[src/rtl/axi4lite_pkg.sv]
// axi4lite_pkg: response codes and channel state encodings shared by the AXI4-Lite arbiter
package axi4lite_pkg;
  localparam logic [1:0] RESP_OKAY   = 2'b00;
  localparam logic [1:0] RESP_SLVERR = 2'b10;
  typedef enum logic [1:0] {R_IDLE, R_ADDR, R_DATA, R_RESP} r_state_t;
  typedef enum logic [1:0] {W_IDLE, W_ADDR, W_BWAIT, W_RESP} w_state_t;
endpackage

[src/rtl/axi4lite_rr_arbiter.sv]
// axi4lite_rr_arbiter: combinational round-robin pick, searching from the requester after ptr
module axi4lite_rr_arbiter #(
  parameter int N = 4,
  localparam int PW = $clog2(N)
) (
  input  logic [N-1:0]  req,
  input  logic [PW-1:0] ptr,
  output logic [N-1:0]  grant,
  output logic [PW-1:0] idx
);
  logic [PW-1:0] j;
  logic found;
  // walk ptr+1 .. ptr+N (mod N) and take the first active request
  always_comb begin
    grant = '0;
    idx = ptr;
    found = 1'b0;
    j = '0;
    for (int i = 1; i <= N; i++) begin
      j = PW'((int'(ptr) + i) % N);
      if (!found && req[j]) begin
        found = 1'b1;
        grant[j] = 1'b1;
        idx = j;
      end
    end
  end
endmodule

[src/rtl/axi4lite_arbiter.sv]
// axi4lite_arbiter: N-to-1 AXI4-Lite arbiter, independent read/write channels; AXI4LITE_ARB_TIMEOUT_EN adds a response watchdog
module axi4lite_arbiter
  import axi4lite_pkg::*;
#(
  parameter int NUM_REQ = 4,
  parameter int TIMEOUT_CYCLES = 255
) (
  input  logic                       s_axi_aclk,
  input  logic                       s_axi_areset,
  input  logic [NUM_REQ-1:0][31:0]   s_axi_araddr,
  input  logic [NUM_REQ-1:0]         s_axi_arvalid,
  output logic [NUM_REQ-1:0]         s_axi_arready,
  output logic [31:0]                s_axi_rdata,
  output logic [1:0]                 s_axi_rresp,
  output logic [NUM_REQ-1:0]         s_axi_rvalid,
  input  logic [NUM_REQ-1:0]         s_axi_rready,
  input  logic [NUM_REQ-1:0][31:0]   s_axi_awaddr,
  input  logic [NUM_REQ-1:0]         s_axi_awvalid,
  output logic [NUM_REQ-1:0]         s_axi_awready,
  input  logic [NUM_REQ-1:0][31:0]   s_axi_wdata,
  input  logic [NUM_REQ-1:0][3:0]    s_axi_wstrb,
  input  logic [NUM_REQ-1:0]         s_axi_wvalid,
  output logic [NUM_REQ-1:0]         s_axi_wready,
  output logic [1:0]                 s_axi_bresp,
  output logic [NUM_REQ-1:0]         s_axi_bvalid,
  input  logic [NUM_REQ-1:0]         s_axi_bready,
  output logic [31:0]                m_axi_araddr,
  output logic                       m_axi_arvalid,
  input  logic                       m_axi_arready,
  input  logic [31:0]                m_axi_rdata,
  input  logic [1:0]                 m_axi_rresp,
  input  logic                       m_axi_rvalid,
  output logic                       m_axi_rready,
  output logic [31:0]                m_axi_awaddr,
  output logic                       m_axi_awvalid,
  input  logic                       m_axi_awready,
  output logic [31:0]                m_axi_wdata,
  output logic [3:0]                 m_axi_wstrb,
  output logic                       m_axi_wvalid,
  input  logic                       m_axi_wready,
  input  logic [1:0]                 m_axi_bresp,
  input  logic                       m_axi_bvalid,
  output logic                       m_axi_bready
);
  localparam int PW = $clog2(NUM_REQ);

  if (NUM_REQ < 2 || NUM_REQ > 8 || TIMEOUT_CYCLES < 1) begin : g_bad_cfg
    $error("axi4lite_arbiter: NUM_REQ must be 2..8 and TIMEOUT_CYCLES >= 1");
  end

  r_state_t r_state;
  w_state_t w_state;
  logic [PW-1:0] r_ptr, r_g, rd_idx, w_ptr, w_g, wr_idx;
  logic [NUM_REQ-1:0] rd_gnt, wr_gnt, wr_req;
  logic aw_done, w_done;

  assign wr_req = s_axi_awvalid & s_axi_wvalid;

  axi4lite_rr_arbiter #(.N(NUM_REQ)) u_rd_arb (.req(s_axi_arvalid), .ptr(r_ptr), .grant(rd_gnt), .idx(rd_idx));
  axi4lite_rr_arbiter #(.N(NUM_REQ)) u_wr_arb (.req(wr_req), .ptr(w_ptr), .grant(wr_gnt), .idx(wr_idx));

  assign s_axi_arready = (r_state == R_IDLE) ? rd_gnt : '0;
  assign s_axi_awready = (w_state == W_IDLE) ? wr_gnt : '0;
  assign s_axi_wready  = (w_state == W_IDLE) ? wr_gnt : '0;
  assign s_axi_rvalid  = {NUM_REQ{r_state == R_RESP}} & (NUM_REQ'(1) << r_g);
  assign s_axi_bvalid  = {NUM_REQ{w_state == W_RESP}} & (NUM_REQ'(1) << w_g);
  assign m_axi_arvalid = r_state == R_ADDR;
  assign m_axi_rready  = r_state == R_DATA;
  assign m_axi_awvalid = w_state == W_ADDR && !aw_done;
  assign m_axi_wvalid  = w_state == W_ADDR && !w_done;
  assign m_axi_bready  = w_state == W_BWAIT;

`ifdef AXI4LITE_ARB_TIMEOUT_EN
  logic [31:0] r_cnt, w_cnt;
  logic r_wait, w_wait;
  assign r_wait = r_state == R_ADDR || r_state == R_DATA;
  assign w_wait = w_state == W_ADDR || w_state == W_BWAIT;
`endif

  // read channel: grant, forward address, collect data, hold response for the winner
  always_ff @(posedge s_axi_aclk or posedge s_axi_areset) begin
    if (s_axi_areset) begin
      r_state <= R_IDLE;
      r_ptr <= PW'(NUM_REQ - 1);
      r_g <= '0;
      m_axi_araddr <= '0;
      s_axi_rdata <= '0;
      s_axi_rresp <= RESP_OKAY;
`ifdef AXI4LITE_ARB_TIMEOUT_EN
      r_cnt <= '0;
`endif
    end else begin
      case (r_state)
        R_IDLE: if (|s_axi_arvalid) begin
          r_g <= rd_idx;
          m_axi_araddr <= s_axi_araddr[rd_idx];
          r_state <= R_ADDR;
        end
        R_ADDR: if (m_axi_arready) r_state <= R_DATA;
        R_DATA: if (m_axi_rvalid) begin
          s_axi_rdata <= m_axi_rdata;
          s_axi_rresp <= m_axi_rresp;
          r_state <= R_RESP;
        end
        R_RESP: if (s_axi_rready[r_g]) begin
          r_ptr <= r_g;
          r_state <= R_IDLE;
        end
      endcase
`ifdef AXI4LITE_ARB_TIMEOUT_EN
      r_cnt <= r_wait ? r_cnt + 32'd1 : '0;
      if (r_wait && r_cnt == 32'(TIMEOUT_CYCLES - 1)) begin
        s_axi_rdata <= '0;
        s_axi_rresp <= RESP_SLVERR;
        r_state <= R_RESP;
      end
`endif
    end
  end

  // write channel: grant AW+W together, forward each until accepted, relay B to the winner
  always_ff @(posedge s_axi_aclk or posedge s_axi_areset) begin
    if (s_axi_areset) begin
      w_state <= W_IDLE;
      w_ptr <= PW'(NUM_REQ - 1);
      w_g <= '0;
      aw_done <= 1'b0;
      w_done <= 1'b0;
      m_axi_awaddr <= '0;
      m_axi_wdata <= '0;
      m_axi_wstrb <= '0;
      s_axi_bresp <= RESP_OKAY;
`ifdef AXI4LITE_ARB_TIMEOUT_EN
      w_cnt <= '0;
`endif
    end else begin
      case (w_state)
        W_IDLE: if (|wr_req) begin
          w_g <= wr_idx;
          m_axi_awaddr <= s_axi_awaddr[wr_idx];
          m_axi_wdata <= s_axi_wdata[wr_idx];
          m_axi_wstrb <= s_axi_wstrb[wr_idx];
          aw_done <= 1'b0;
          w_done <= 1'b0;
          w_state <= W_ADDR;
        end
        W_ADDR: begin
          aw_done <= aw_done | m_axi_awready;
          w_done <= w_done | m_axi_wready;
          if ((aw_done | m_axi_awready) && (w_done | m_axi_wready)) w_state <= W_BWAIT;
        end
        W_BWAIT: if (m_axi_bvalid) begin
          s_axi_bresp <= m_axi_bresp;
          w_state <= W_RESP;
        end
        W_RESP: if (s_axi_bready[w_g]) begin
          w_ptr <= w_g;
          w_state <= W_IDLE;
        end
      endcase
`ifdef AXI4LITE_ARB_TIMEOUT_EN
      w_cnt <= w_wait ? w_cnt + 32'd1 : '0;
      if (w_wait && w_cnt == 32'(TIMEOUT_CYCLES - 1)) begin
        s_axi_bresp <= RESP_SLVERR;
        w_state <= W_RESP;
      end
`endif
    end
  end
endmodule

[config.mk]
export PLATFORM = sky130hd
export DESIGN_NAME = axi4lite_arbiter
export DESIGN_NICKNAME = d
export VERILOG_FILES = /design/src/rtl/axi4lite_pkg.sv /design/src/rtl/axi4lite_rr_arbiter.sv /design/src/rtl/axi4lite_arbiter.sv
export SDC_FILE = /design/constraint.sdc
export NUM_CORES = 1
export LEC_CHECK = 0
export BUFFER_PORTS_ARGS = -buffer_cell sky130_fd_sc_hd__buf_2
export CORE_AREA = 4 4 240 242
export DETAILED_ROUTE_END_ITERATION = 10
export DIE_AREA = 0 0 244 246
export GPL_TIMING_DRIVEN = 0
export HOLD_SLACK_MARGIN = 0.03
export SLEW_MARGIN = 20
export SYNTH_ARGS = -nofsm -noshare
export SYNTH_HDL_FRONTEND = slang
export SYNTH_HIERARCHICAL = 1
export SYNTH_SLANG_ARGS = --single-unit
[constraint.sdc]
create_clock -name s_axi_aclk -period 12.2 [get_ports s_axi_aclk]
set_input_delay 1.83 -clock s_axi_aclk [delete_from_list [all_inputs] [get_ports s_axi_aclk]]
set_output_delay 1.83 -clock s_axi_aclk [all_outputs]
set_load 0.02 [all_outputs]
==> impl_metrics.env, run 1 <==
export IMPL_via_per_inst=4.16
export IMPL_die_area_mm2=0.0600
export IMPL_yosysSeqAreaShare_pct=40.6
export IMPL_crit_arrival_ps=3730
export IMPL_ys_seq_elements=150
export IMPL_p_switching_mw=1.83
export IMPL_cts_buffers=17
export IMPL_port_buffers=623
export IMPL_cts_root_buffer="clkbuf_16"
export IMPL_final_antenna_net_count=0
export IMPL_hpwl_um=33600
export IMPL_cts_hold_buf=0
export IMPL_fin_crit_sh_pct=45.5
export IMPL_met2RoutedLength_um=20100
export IMPL_worst_slack_ps=6640
export IMPL_hold_end="m_axi_araddr[15]"
export IMPL_worstHoldStart="m_axi_araddr[15]"
export IMPL_cp_end_kind="primary output"
export IMPL_layout_area_seq_mm2=0.00376
export IMPL_synth_nets=1083
export IMPL_clock_skew_ps=11.1
export IMPL_slew_headroom_pct=40.5
export IMPL_antenna_found_initial=13
export IMPL_grt_max_degree=81
export IMPL_drt_total_wl_um=39800
export IMPL_pin_count=624
export IMPL_peakVddDrop_mv=0.316
export IMPL_holdCritPathClass="reg -> reg"
export IMPL_r2r_end="m_axi_wdata[27]"
export IMPL_grt_pass1_vias=9047
export IMPL_cts_setup_buffers=0
export IMPL_wirelength_met1_um=14700
export IMPL_clockBufferDepth=2
export IMPL_drive_gt1_share_pct=76.3
export IMPL_grt_pass1_wl_um=56300
export IMPL_status="finished, final reports clean"
export IMPL_ctsResizeCount=0
export IMPL_cts_clk_slew_worst_paths_ps=60
export IMPL_placedCellCount=1966
export IMPL_fp_dieW_um=244
export IMPL_slowest_delay_ps=530
export IMPL_rr_worst_depth=11
export IMPL_drt_iter0_drc=381
export IMPL_yosys_area_top_type="dfrtp_1"
export IMPL_pre_cts_slack_ps=6680
export IMPL_rows=86
export IMPL_grt_use_total_pct=12.8
export IMPL_setup_tns_ps=0
export IMPL_r2r_setup_slack_ps=8080
export IMPL_finalHoldViolations=0
export IMPL_cpMaxStageDelayCell="mux4_1"
export IMPL_period_minus_slack_ps=5560
export IMPL_seqPwrFrac_pct=21.4
export IMPL_nets=1726
export IMPL_cts_sinks=150
export IMPL_yosysWarnings=6
export IMPL_syn2layout_area_growth_pct=50.3
export IMPL_cts_tree="built"
export IMPL_power_frac_comb_pct=66.4
export IMPL_crit_path_start_kind="primary input"
export IMPL_setup_violations_final=0
export IMPL_drtPass1Iterations=4
export IMPL_multi_input_area_mm2=0.00519
export IMPL_p_leak_nw=6.55
export IMPL_critPathKind="in -> out"
export IMPL_syn_cell_area_mm2=0.00926
export IMPL_gp_congestion=0.946
export IMPL_hold_worst_slack_ps=498
export IMPL_clkPwrFrac_pct=12.2
export IMPL_start_util_pct=16.8
export IMPL_drc=0
export IMPL_ys_top_cells_by_area="dfrtp_1, mux4_2, mux2_2"
export IMPL_n_fill_cell=5868
export IMPL_route_met3_wl_um=3620
export IMPL_switching_share_pct=42.3
export IMPL_die_h_um=246
export IMPL_rsz0062_at_grt="no"
export IMPL_hold_depth=1
export IMPL_wl_per_cell_um=19.9
export IMPL_syn_inst=594
export IMPL_cts_htree_levels=4
export IMPL_via_count=8309
export IMPL_top_layer_used="met5"
export IMPL_crit_reg2reg_launch="w_ptr[0]"
export IMPL_synth_avg_cell_area_um2=15.6
export IMPL_design_core_area_mm2=0.0551
export IMPL_cellPowerDensity_mw_per_mm2=310
export IMPL_fmax_ghz=0.180
export IMPL_crit_required_ps=10370
export IMPL_worstPathCellList="buf_2 > and2_1 > mux4_1 > nor2b_4 > a221oi_1 > o2bb2ai_1 > and2_1 > buf_4 > buf_2"
export IMPL_slew_violations=0
export IMPL_fin_cells=1997
export IMPL_critPathMaxFanout=6
export IMPL_grt_ovfl_total=0
export IMPL_intPower_mw=2.49
export IMPL_yosys_cell_types_count=36
export IMPL_insertion_delay_ps=460
export IMPL_synth_top_area_share_pct=39.5
export IMPL_worst_pin_slew_ps=893
export IMPL_drv_cap=0
## stage by stage
stage	utilization, %	area [um^2]	power (mW)
after floorplan	-	9260	3.00
after global placement	24.2	13300	3.80
after detailed placement	24.2	13300	3.86
after CTS	25.2	13900	4.42
after global routing	25.3	13900	4.62
final	25.3	13900	4.32
## cell usage after synthesis, drive strengths merged
master,number
o21ai,3
nor3,6
o22ai,1
clkbuf,13
and2,12
and3,4
nand3,1
mux2i,8
nor3b,2
xnor2,2
a21oi,7
buf,31
a221oi,8
dfrtp,146
nand2b,1
o2bb2ai,8
nor2b,5
inv,13
a222oi,1
nor4,1
o211ai,1
mux4,110
ha,26
mux2,150
a22oi,2
nand2,10
dfstp,4
nor2,18
## placed cells by master, fill, tap and decap left out, types with 3 or more instances in the layout
cell type	synthesis	final
clkbuf_8	0	3
nor3_1	6	6
mux2_2	150	150
clkbuf_1	13	12
dfrtp_1	146	146
mux4_2	104	104
o2bb2ai_1	8	8
nor2b_1	3	3
buf_6	3	3
buf_4	4	4
nand2_1	10	10
mux4_1	6	6
mux2i_1	6	6
nor2_1	18	18
buf_2	22	645
dfstp_2	4	4
clkinv_4	0	3
a221oi_1	8	8
inv_1	13	12
a21oi_1	7	7
and2_1	12	12
clkbuf_16	0	17
ha_1	26	26
## flip-flops by register name (all words and copies together), names as in the netlist
register / count
aw_done: 1
m_axi_araddr: 32
m_axi_awaddr: 32
m_axi_wdata: 32
m_axi_wstrb: 4
r_g: 2
r_ptr: 2
r_state: 2
s_axi_bresp: 2
s_axi_rdata: 32
s_axi_rresp: 2
w_done: 1
w_g: 2
w_ptr: 2
w_state: 2
## final cells by class
class | instances | area share, %
diodes | 1 | 0.0180
repair buffers | 624 | 22.6
plain buffers | 44 | 1.83
inverters | 13 | 0.405
well taps | 748 | 6.73
multi-input cells | 387 | 37.3
clock buffers | 20 | 3.35
flip-flops and latches | 150 | 27.0
clock inverters | 10 | 0.710
## layer usage
layer / track usage, % / vias up
met4: 5.92 / 8
met3: 4.79 / 65
met5: 0 / -
li1: - / 3627
met2: 22.2 / 477
met1: 13.9 / 4132
## how the worst max path moves through the flow
stage                           from              end  cells after the start
floorplan               s_axi_areset          aw_done                      1
global placement        s_axi_areset  m_axi_wdata[20]                      2
detailed placement  s_axi_awvalid[2]  s_axi_wready[3]                      9
CTS                 s_axi_awvalid[2]  s_axi_wready[3]                      9
global route         s_axi_wvalid[3]  s_axi_wready[3]                      9
finish              s_axi_awvalid[2]  s_axi_wready[3]                      9
## worst max-delay path: cells and delay by family
family                 cells  cell delay [ps]
AND/OR/NAND/NOR            3              550
multiplexers               1              530
AO/OA/AOI/OAI              2              430
buffers and inverters      3              390
## power groups by stage
stage	sequential, mW	clock (mW)	combinational, mW
2_1_floorplan	1.20	0	1.80
3_3_place_gp	0.917	0	2.89
3_5_place_dp	0.929	0	2.93
4_1_cts	0.923	0.556	2.94
5_1_grt	0.958	0.572	3.09
6_report	0.924	0.525	2.87
## kinds of logic after synthesis
| group | share of synthesized area, % |
|---|---|
| XOR/XNOR | 0.189 |
| buffers and inverters | 3.26 |
| adder cells (fa/ha/maj) | 3.51 |
| AO/OA/AOI/OAI | 2.53 |
| multiplexers | 46.4 |
| AND/OR/NAND/NOR | 3.50 |
| flip-flops | 40.6 |
No activity file was read; power rests on OpenSTA's default activity.
==> run 2: changes to the inputs <==
--- a/config.mk
+++ b/config.mk
@@ -6,9 +6,9 @@
 export NUM_CORES = 1
 export LEC_CHECK = 0
 export BUFFER_PORTS_ARGS = -buffer_cell sky130_fd_sc_hd__buf_2
-export CORE_AREA = 4 4 240 242
+export CORE_AREA = 4 4 239 241
 export DETAILED_ROUTE_END_ITERATION = 10
-export DIE_AREA = 0 0 244 246
+export DIE_AREA = 0 0 243 245
 export GPL_TIMING_DRIVEN = 0
 export HOLD_SLACK_MARGIN = 0.03
 export SLEW_MARGIN = 20
==> constraint.sdc (replaced) <==
create_clock -name s_axi_aclk -period 5 [get_ports s_axi_aclk]
set_input_delay 0.75 -clock s_axi_aclk [delete_from_list [all_inputs] [get_ports s_axi_aclk]]
set_output_delay 0.75 -clock s_axi_aclk [all_outputs]
set_load 0.02 [all_outputs]
==> impl_metrics.env, run 2 (same netlist as run 1, synthesis figures left out) <==
export IMPL_antenna_found_initial=16
export IMPL_worst_slack_ps=776
export IMPL_port_buffers=623
export IMPL_cp_end_kind="flip-flop"
export IMPL_use_met1_pct=13.0
export IMPL_drtPass1Iterations=4
export IMPL_design_core_area_mm2=0.0549
export IMPL_via_per_inst=4.21
export IMPL_cts_setup_buffers=0
export IMPL_pin_count=624
export IMPL_cpMaxStageDelayCell="clkbuf_1"
export IMPL_cts_clk_slew_worst_paths_ps=70
export IMPL_drt_total_wl_um=40800
export IMPL_crit_path_frequent_cell="clkbuf_1"
export IMPL_fin_crit_sh_pct=84.5
export IMPL_insertion_delay_ps=480
export IMPL_crit_required_ps=5360
export IMPL_clockBufferDepth=2
export IMPL_clock_skew_ps=24.8
export IMPL_nets=1726
export IMPL_critPathKind="reg -> reg"
export IMPL_finalHoldViolations=0
export IMPL_postLayoutCellArea_mm2=0.0139
export IMPL_critPathMaxFanout=10
export IMPL_start_util_pct=16.9
export IMPL_cts_root_buffer="clkbuf_16"
export IMPL_slew_headroom_pct=31.8
export IMPL_slowest_delay_ps=820
export IMPL_grt_util_met3_pct=6.00
export IMPL_setup_violations_final=0
export IMPL_die_h_um=245
export IMPL_cts_htree_levels=4
export IMPL_status="finished, final reports clean"
export IMPL_cts_tree="built"
export IMPL_p_leak_nw=6.57
export IMPL_grt_pass1_wl_um=57500
export IMPL_rows=86
export IMPL_gp_congestion=0.964
export IMPL_grt_pass1_vias=8940
export IMPL_cts_hold_buf=0
export IMPL_fp_dieW_um=243
export IMPL_wl_per_cell_um=20.9
export IMPL_rsz0062_at_grt="no"
export IMPL_final_antenna_net_count=0
export IMPL_worst_pin_slew_ps=1020
export IMPL_crit_path_start_kind="flip-flop"
export IMPL_holdCritPathClass="in -> async"
export IMPL_most_common_layout_cells="buf_2, mux2_2, dfrtp_1, mux4_2, ha_1"
export IMPL_slew_violations=0
export IMPL_period_minus_slack_ps=4220
export IMPL_pre_cts_slack_ps=460
export IMPL_grtUsageMet2_pct=24.5
export IMPL_placed_area_mm2=0.0133
export IMPL_hpwl_um=34900
export IMPL_cts_buffers=17
export IMPL_mostFrequentLayoutCell="buf_2"
export IMPL_cellPowerDensity_mw_per_mm2=761
export IMPL_n_fill_cell=5834
export IMPL_grt_use_total_pct=13.3
export IMPL_worstPathCellList="buf_6 > inv_1 > ha_1 > mux4_1 > nor3_1 > a21oi_1 > nand2_1 > clkbuf_1 > clkbuf_1 > mux4_2 > mux2_2"
export IMPL_drv_cap=0
export IMPL_grt_busiest_layer="met2"
export IMPL_crit_arrival_ps=4580
export IMPL_peakVddDrop_mv=0.421
export IMPL_cts_sinks=150
export IMPL_drc=0
export IMPL_grt_max_degree=89
export IMPL_syn2layout_area_growth_pct=50.1
export IMPL_ctsResizeCount=0
export IMPL_via_count=8246
export IMPL_fmax_ghz=0.237
export IMPL_grt_ovfl_total=0
export IMPL_drt_iter0_drc=334
export IMPL_drive_gt1_share_pct=76.2
export IMPL_die_area_mm2=0.0595
-- run 2: critical path, delay by kind of cell (launching register included) --
family                     cells  cell delay [ps]
adders and majority gates      1              420
DFF                            1              590
and+or+nand+nor                2              280
buffers and inverters          4             1540
muxes                          3             1220
AOI/OAI and AO/OA              1               60
-- run 2: stage by stage --
step	power [mW]	TNS [ps]	cells	hold WS [ps]	utilization, %
floorplan	7.33	0	594	533	-
global placement	9.34	-286940	1921	482	24.2
detailed placement	9.46	0	1922	487	24.2
CTS	10.9	0	1954	281	25.3
global route	11.3	0	1955	300	25.3
finish	10.6	0	1957	276	25.3
-- run 2: layout make-up --
| cell class | count | area (um^2) | area share, % |
|---|---|---|---|
| inverters | 13 | 56.3 | 0.405 |
| plain buffers | 44 | 253 | 1.82 |
| diodes | 3 | 7.51 | 0.0540 |
| repair buffers | 624 | 3150 | 22.6 |
| clock inverters | 14 | 160 | 1.15 |
| clock buffers | 18 | 439 | 3.16 |
| multi-input cells | 387 | 5190 | 37.4 |
| flip-flops and latches | 150 | 3760 | 27.0 |
| well taps | 704 | 881 | 6.34 |
-- run 2: per-layer routing --
metal | part of all wire (%) | vias up
met5 | 0.22 | -
met4 | 3.1 | 12
met3 | 10 | 71
met2 | 53 | 470
met1 | 34 | 4064
li1 | - | 3629
-- run 2: power by group --
group | switching [mW] | internal (mW)
Sequential | 0.367 | 1.88
Clock | 0.646 | 0.682
Combinational | 3.52 | 3.48
Total | 4.54 | 6.04
-- run 2: final timing paths --
| path | start | endpoint | slack, ps | cells past startpoint |
|---|---|---|---|---|
| min | s_axi_areset | m_axi_araddr[11] | 280 | 2 |
| max | w_ptr[0] | m_axi_wdata[29] | 780 | 11 |
| min reg2reg | s_axi_rdata[15] | s_axi_rdata[15] | 500 | 1 |
| max reg2reg | w_ptr[0] | m_axi_wdata[29] | 780 | 11 |
| min in group s_axi_aclk | s_axi_rdata[15] | s_axi_rdata[15] | 500 | 1 |
| max in group asynchronous | s_axi_areset | w_ptr[1] | 3820 | 3 |
==> run 3: changes to the inputs <==
--- a/config.mk
+++ b/config.mk
@@ -6,9 +6,9 @@
 export NUM_CORES = 1
 export LEC_CHECK = 0
 export BUFFER_PORTS_ARGS = -buffer_cell sky130_fd_sc_hd__buf_2
-export CORE_AREA = 4 4 239 241
+export CORE_AREA = 4 4 241 243
 export DETAILED_ROUTE_END_ITERATION = 10
-export DIE_AREA = 0 0 243 245
+export DIE_AREA = 0 0 245 247
 export GPL_TIMING_DRIVEN = 0
 export HOLD_SLACK_MARGIN = 0.03
 export SLEW_MARGIN = 20
==> constraint.sdc (replaced) <==
create_clock -name s_axi_aclk -period 4.1 [get_ports s_axi_aclk]
set_input_delay 0.615 -clock s_axi_aclk [delete_from_list [all_inputs] [get_ports s_axi_aclk]]
set_output_delay 0.615 -clock s_axi_aclk [all_outputs]
set_load 0.02 [all_outputs]
==> impl_metrics.env, run 3 (same netlist as run 1, synthesis figures left out) <==
export IMPL_grt_util_met3_pct=4.84
export IMPL_use_met1_pct=13.0
export IMPL_cts_sinks=150
export IMPL_cp_end_kind="primary output"
export IMPL_fmax_ghz=0.253
export IMPL_slew_headroom_pct=48.1
export IMPL_peakVddDrop_mv=0.782
export IMPL_drc=0
export IMPL_drive_gt1_share_pct=76.6
export IMPL_pin_count=624
export IMPL_critPathKind="reg -> out"
export IMPL_setup_violations_final=0
export IMPL_syn2layout_area_growth_pct=51.7
export IMPL_most_common_layout_cells="buf_2, mux2_2, dfrtp_1, mux4_2, ha_1"
export IMPL_mostFrequentLayoutCell="buf_2"
export IMPL_cts_root_buffer="clkbuf_16"
export IMPL_wl_per_cell_um=19.3
export IMPL_grtUsageMet2_pct=21.9
export IMPL_start_util_pct=16.5
export IMPL_worst_slack_ps=149
export IMPL_grt_ovfl_total=0
export IMPL_layout_area_seq_mm2=0.00376
export IMPL_grt_busiest_layer="met2"
export IMPL_p_switching_mw=5.49
export IMPL_cellPowerDensity_mw_per_mm2=921
export IMPL_n_fill_cell=6013
export IMPL_holdCritPathClass="in -> async"
export IMPL_insertion_delay_ps=460
export IMPL_fin_crit_sh_pct=96.4
export IMPL_nets=1730
export IMPL_clock_skew_ps=6.73
export IMPL_via_per_inst=4.14
export IMPL_pre_cts_slack_ps=-107
export IMPL_crit_required_ps=3480
export IMPL_clkPwrFrac_pct=12.4
export IMPL_drt_total_wl_um=38900
export IMPL_via_count=8342
export IMPL_grt_max_degree=34
export IMPL_rsz0062_at_grt="no"
export IMPL_worst_pin_slew_ps=778
export IMPL_cts_tree="built"
export IMPL_antenna_found_initial=12
export IMPL_die_area_mm2=0.0605
export IMPL_grt_use_total_pct=12.3
export IMPL_critPathMaxFanout=9
export IMPL_status="finished, final reports clean"
export IMPL_design_core_area_mm2=0.0560
export IMPL_hold_worst_slack_ps=127
export IMPL_drv_cap=0
export IMPL_final_antenna_net_count=0
export IMPL_slew_violations=0
export IMPL_hpwl_um=33500
export IMPL_gp_congestion=0.981
export IMPL_clockBufferDepth=2
export IMPL_die_h_um=247
export IMPL_cts_buffers=17
export IMPL_placedCellCount=1978
export IMPL_crit_arrival_ps=3340
export IMPL_power_frac_comb_pct=66.4
export IMPL_postLayoutCellArea_mm2=0.0140
export IMPL_drtPass1Iterations=4
export IMPL_cts_htree_levels=4
export IMPL_multi_input_area_mm2=0.00521
export IMPL_rows=87
export IMPL_finalHoldViolations=0
export IMPL_port_buffers=623
export IMPL_intPower_mw=7.44
export IMPL_grt_pass1_vias=9167
export IMPL_switching_share_pct=42.4
export IMPL_cts_setup_buffers=0
export IMPL_period_minus_slack_ps=3950
export IMPL_placed_area_mm2=0.0134
export IMPL_fin_cells=2013
export IMPL_crit_path_start_kind="flip-flop"
export IMPL_grt_pass1_wl_um=55000
export IMPL_drt_iter0_drc=260
export IMPL_fp_dieW_um=245
export IMPL_p_leak_nw=6.58
export IMPL_cts_clk_slew_worst_paths_ps=70
export IMPL_power_mw=12.9
export IMPL_utilization_pct=25.1
export IMPL_setup_tns_ps=0
export IMPL_seqPwrFrac_pct=21.2
-- run 3: cell types whose count changed in the layout (fill, tap and decap cells not counted), sizes merged --
cell and change:
clkinv -4, inv -3, clkbuf +3, bufinv +1, clkinvlp +6, buf +1
-- run 3: layer usage --
metal | wire (um) | share of wire (%)
met5 | 61 | 0.16
met3 | 3470 | 8.9
met1 | 14200 | 36
met2 | 19900 | 51
met4 | 1280 | 3.3
-- run 3: final timing paths --
path / cells after the start / to / slack, ps / start
worst max register to register: 11 / m_axi_araddr[8] / 230 / r_ptr[0]
worst max-delay path: 10 / s_axi_wready[0] / 150 / w_ptr[0]
min in group s_axi_aclk: 2 / s_axi_rdata[28] / 390 / m_axi_rdata[28]
max in group asynchronous: 4 / m_axi_wdata[11] / 3250 / s_axi_areset
worst min register to register: 1 / m_axi_awaddr[17] / 500 / m_axi_awaddr[17]
worst min-delay path: 2 / s_axi_rdata[28] / 130 / s_axi_areset
-- run 3: worst max-delay path, cell delays in order, from the launching register on --
cell and delay, ps:
dfstp_2 610, buf_6 170, inv_1 120, ha_4 330, mux4_1 570, nor2b_4 160, a221oi_1 270, o2bb2ai_1 150
and2_1 190, buf_4 140, buf_2 150
-- run 3: power by group through the flow --
stage	sequential, mW	combinational (mW)	clock (mW)
floorplan	3.57	5.36	0
global placement	2.73	8.53	0
detailed placement	2.76	8.70	0
CTS	2.75	8.71	1.68
global route	2.84	9.22	1.72
finish	2.74	8.59	1.60
-- run 3: what timing repair did --
item | in CTS | in global routing
setup endpoints to repair | 10 | 32
resized for setup | 1 | 6
hold buffers | 0 | 0
-- run 3: area by class of cell --
type | instances | area share, %
Multi-Input combinational cell | 387 | 37.1
Buffer | 44 | 1.86
Clock inverter | 14 | 1.02
Timing Repair Buffer | 628 | 23.0
Antenna cell | 3 | 0.0535
Clock buffer | 18 | 3.13
Sequential cell | 150 | 26.8
Inverter | 13 | 0.374
Tap cell | 756 | 6.74
